==> src/rtl/reg_file_if.sv <==
// Decode-stage register file bus: two read ports and one write port.
// The master drives indices, write data and enable; the slave returns read data.
interface reg_file_if #(
    parameter int DATA_W = 32,
    parameter int ADDR_W = 5
);
    logic              write;
    logic [ADDR_W-1:0] PR1;
    logic [ADDR_W-1:0] PR2;
    logic [ADDR_W-1:0] WR;
    logic [DATA_W-1:0] WD;
    logic [DATA_W-1:0] RD1;
    logic [DATA_W-1:0] RD2;

    modport master (
        output write, PR1, PR2, WR, WD,
        input  RD1, RD2
    );

    modport slave (
        input  write, PR1, PR2, WR, WD,
        output RD1, RD2
    );
endinterface

==> src/rtl/reg_file.sv <==
// 32x32 register file: writes commit on the rising edge and reads register on the
// falling edge, so a same-cycle write is visible half a cycle later (write-first).
module reg_file #(
    parameter int DATA_W = 32,
    parameter int ADDR_W = 5,
    parameter int DEPTH  = 2 ** ADDR_W
) (
    input  logic       clk,
    input  logic       reset,
    reg_file_if.slave  bus
);

    logic [DATA_W-1:0] rf_mem [DEPTH];

    // NOTE: the array is built from resettable flops rather than a RAM macro,
    // because reset must load every entry with its own index for bring-up.
    always_ff @(posedge clk or negedge reset) begin
        if (!reset) begin
            for (int i = 0; i < DEPTH; i++) begin
                rf_mem[i] <= DATA_W'(i);
            end
        end else if (bus.write && (bus.WR != '0)) begin
            // Register 0 is hard-wired to zero, so writes to it are dropped.
            rf_mem[bus.WR] <= bus.WD;
        end
    end

    // Falling-edge capture sees the value written at the preceding rising edge.
    always_ff @(negedge clk or negedge reset) begin
        if (!reset) begin
            bus.RD1 <= '0;
            bus.RD2 <= '0;
        end else begin
            bus.RD1 <= rf_mem[bus.PR1];
            bus.RD2 <= rf_mem[bus.PR2];
        end
    end

endmodule

==> src/flat_wrapper.sv <==
// flat-port wrapper written by rule: the top's interface ports become plain ports
module reg_file_flat 
#(
    parameter int DATA_W = 32,
    parameter int ADDR_W = 5,
    parameter int DEPTH  = 2 ** ADDR_W
)
  (clk, reset, bus_write, bus_PR1, bus_PR2, bus_WR, bus_WD, bus_RD1, bus_RD2);
  reg_file_if #(.DATA_W(DATA_W), .ADDR_W(ADDR_W)) bus_i ();
  input  logic clk;
  input  logic reset;
  input wire logic [$bits(bus_i.write)-1:0] bus_write;
  input wire logic [$bits(bus_i.PR1)-1:0] bus_PR1;
  input wire logic [$bits(bus_i.PR2)-1:0] bus_PR2;
  input wire logic [$bits(bus_i.WR)-1:0] bus_WR;
  input wire logic [$bits(bus_i.WD)-1:0] bus_WD;
  output wire logic [$bits(bus_i.RD1)-1:0] bus_RD1;
  output wire logic [$bits(bus_i.RD2)-1:0] bus_RD2;
  assign bus_i.write = bus_write;
  assign bus_i.PR1 = bus_PR1;
  assign bus_i.PR2 = bus_PR2;
  assign bus_i.WR = bus_WR;
  assign bus_i.WD = bus_WD;
  assign bus_RD1 = bus_i.RD1;
  assign bus_RD2 = bus_i.RD2;
  reg_file #(.DATA_W(DATA_W), .ADDR_W(ADDR_W), .DEPTH(DEPTH)) u_core (.clk(clk), .reset(reset), .bus(bus_i));
endmodule
==> config.mk <==
export PLATFORM = sky130hd
export DESIGN_NAME = reg_file_flat
export DESIGN_NICKNAME = d
export VERILOG_FILES = /design/src/rtl/reg_file_if.sv /design/src/rtl/reg_file.sv /design/src/flat_wrapper.sv
export SDC_FILE = /design/constraint.sdc
export NUM_CORES = 2
export LEC_CHECK = 0
export CAP_MARGIN = 20
export CORE_MARGIN = 1.5
export CORE_UTILIZATION = 35
export CTS_CLUSTER_DIAMETER = 80
export CTS_CLUSTER_SIZE = 10
export DETAILED_ROUTE_END_ITERATION = 10
export PLACE_DENSITY = 0.58
export SYNTH_ARGS = -nofsm -noshare
export SYNTH_HDL_FRONTEND = slang
export SYNTH_SLANG_ARGS = --single-unit
==> constraint.sdc <==
create_clock -name clk -period 1.39 [get_ports clk]
set_input_delay 0.278 -clock clk [delete_from_list [all_inputs] [get_ports clk]]
set_output_delay 0.278 -clock clk [all_outputs]
set_load 0.02 [all_outputs]
# ---- After elaboration in Yosys (flattened, before gate mapping)
# Cells that the tools add are included.
dict set report word_totals {
  wordCells 53
  ram_bits 0
  n_memories 0
  input_bits 50
  output_inout_bits 64
  register_bits 1088
  latchBits 0
  romBits 0
}
dict set report op_classes {
  shift 0
  mul 0
  mux 9
  addsub 0
  magnitude_cmp 4
  n_reduce_logical 3
  n_eq_ne 0
  n_bitwise 3
  div 0
}
# cell n
set ops {}
lappend ops {{1024-bit bitwise mux} 1}
lappend ops {{32-bit binary-select mux with 5-bit select} 2}
lappend ops {{32-bit demux with 5-bit select} 1}
lappend ops {{32-bit 2-to-1 mux} 5}
lappend ops {{6-bit greater-or-equal comparator (second input constant)} 3}
lappend ops {{5-bit NOT with 6-bit output} 3}
lappend ops {{6-bit by 1-bit < comparator with 1-bit output (second input constant)} 1}
lappend ops {{5-bit nonzero test} 1}
lappend ops {{1-bit logical AND} 2}

# ---- Depth between registers and ports, before layout
dict set report depth {
  ltp_word 6
  ltp_mapped 8
  depth_no_buf 5
}

==> impl_metrics.ini <==
[run_status]
outcome = finished, violations left
violations = setup timing

[die]
die_y_um = 407.4
ioPinCount = 114
start_util_pct = 35.20
row_count = 148
dieArea_mm2 = 0.1659
core_area_mm2 = 0.1626
dieWidth_um = 407.4

[clock_network]
cts_tree = built
cts_max_level = 3
clock_latency_ns = 0.76
root_buffer = clkbuf_16
clk_path_buf_depth = 3
cts_num_sinks = 1088
clk_pin_slew_ns = 0.06
cts-buffers-inserted = 119

[place]
gp_congestion = 0.8484
io_buffers = 113
post-dp-hpwl_mm = 127.2
placed_cells = 7106

[sta]
setup_ws_ns = -0.9961
finalSetupViolCount = 128
hold_viol = 0
tightest_slew_ns = 0.4688
fin_setup_tns_ns = -95.74
slew_viol_final = 0
skew_ns = 0.08673
slew_headroom_pct = 68.75
fin_hold_ws_ns = 0.2624
rsz0062_at_grt = true

[drt]
first_pass_iters = 5
drt-vias-per-instance = 5.609
ant_nets = 0
dr.first_iter.drc_count = 3178
post_drt_wl_per_cell_um = 26.42
via_count = 41299
drc_errors = 0
totalWireLength_mm = 194.5

[setup_path]
cp-start-kind = flop
rr_worst_depth = 5
cp_top_family = flip-flops
worstPathCellList = buf_6
end_kind = primary output
cp_slowest_cell = dfrtn_1
required_ns = 1.11
path_depth = 1
slowest_delay_ns = 0.55
cp.buffers_inverters = 1
cp_max_fo = 1
worst-setup-path-type = reg -> out
critPathArrivalTime_ns = 2.11

[finish]
final_core_util_pct = 44.30
fillers = 14902
final-seq-area_mm2 = 0.02733
area_growth_pct = 25.85
fin_cells = 7363
multiInputGateArea_mm2 = 0.02895
drive_above_1_share_pct = 39.03
insertedDiodeCount = 0
fin_nets = 5138
final_common_cell = mux2i_1
final_cell_mix = mux2i_1 (1023), dfrtp_1 (944), mux2_2 (779), buf_4 (394), buf_12 (250)

[yosys]
avgSynthCellArea_um2 = 12.27
synth-seq-cells = 1088
yosysSeqAreaShare_pct = 47.75
synth_edf_count = 0
synth.distinct_cells = 28
synth_top_cell_by_area = dfrtp_1
synth_warnings = 0
synth_nets = 4715
syn_inst = 4665
syn_area_mm2 = 0.05723
synth_top_cell_area_share_pct = 41.28
synthArstFlopShare_pct = 100.0
synth_area_leaders = dfrtp_1 (41%), mux2_2 (19%), mux2i_1 (18%)
synth_ff_type = dfrtp_1

[global_routing]
grt_pass1_wl_mm = 290.5
grt_overflow = 0
grt_usage_pct = 23.09
grt_pass1_vias = 42863
antenna_found_initial = 3
grt_max_degree = 85

[power]
p_leak_uw = 0.03359
irDropWorstVdd_v = 0.0009443
p_per_area_mw_per_mm2 = 1291

[flow_run]
maxCapViolations = 0

[hold_path]
hp-class = in -> async
==> state kept, by name, indices dropped and copies added, names as in the netlist <==
signal	flops
u_core.bus.RD1	32
u_core.bus.RD2	32
u_core.rf_mem	1024
==> cell type report <==
type | instances | share of cell area [%]
clock buffer | 214 | 4.659
clock inverter | 7 | 0.1546
multi-input combinational | 3104 | 40.19
sequential | 1088 | 37.94
tap | 2175 | 3.779
timing repair buffer | 775 | 13.27
==> logic make-up after synthesis <==
family,Yosys count,synth area share [%]
AO/OA/AOI/OAI,576,6.856
buffers and inverters,473,3.870
flip-flops,1088,47.75
multiplexers,2016,37.43
AND/OR/NAND/NOR,512,4.095
==> what timing repair did <==
| action | in CTS | in global routing |
|---|---|---|
| setup endpoints to repair | 510 | 150 |
| buffers inserted | 25 | 2 |
| gates resized for setup | 398 | 32 |
| hold buffers | 1 | 0 |
| pin swaps | 78 | 87 |
| hold endpoints to repair | 514 | 0 |
| gates cloned | 9 | 0 |
==> report_power, final <==
group          total, µW  internal, µW  switching (µW)
logic              20700         11700            8960
clock network      29500         16200           13400
registers          42700         38000            4720
total              93000         65900           27100
==> path summary, 6_finish.rpt <==
check                                    start             endpoint  slack, ns
setup / recovery             u_core.bus.RD1[1]           bus_RD1[1]       -1.0
min in group clk                     bus_WD[4]   u_core.rf_mem[164]       0.40
hold / removal                           reset  u_core.rf_mem[1009]       0.26
max in group asynchronous                reset    u_core.bus.RD1[8]       0.14
hold reg to reg            u_core.rf_mem[1023]  u_core.rf_mem[1023]       0.40
setup reg to reg            u_core.rf_mem[819]   u_core.bus.RD2[19]      -0.80
==> per-stage QoR <==
step | setup WS (ns) | instance area [µm²] | power, µW
6_report | -0.9961 | 72020 | 92970
5_1_grt | -1.002 | 72020 | 97280
4_1_cts | -1.024 | 71910 | 93430
3_5_place_dp | -1.891 | 67540 | 63240
3_3_place_gp | -1.926 | 67540 | 62670
2_1_floorplan | -0.7323 | 58890 | 55170
==> Yosys cell counts, types with 65 or more instances <==
library cell	number
clkbuf_1	227
nand2_1	210
dfstp_2	80
dfrtp_1	944
nand3_1	194
mux2i_1	1024
nor3_1	65
a22o_1	128
a21oi_1	192
buf_2	159
mux2_2	974
a22oi_1	192
==> layer usage <==
| layer | global-route usage (%) | vias to the layer above | wire (µm) |
|---|---|---|---|
| met2 | 36.09 | 1209 | 88220 |
| met4 | 7.096 | 2 | 5538 |
| met3 | 2.955 | 297 | 10070 |
| met5 | 0 | - | 10 |
| li1 | - | 18020 | - |
| met1 | 33.17 | 21771 | 90700 |
Note: power is estimated with default switching activity, not from simulation.
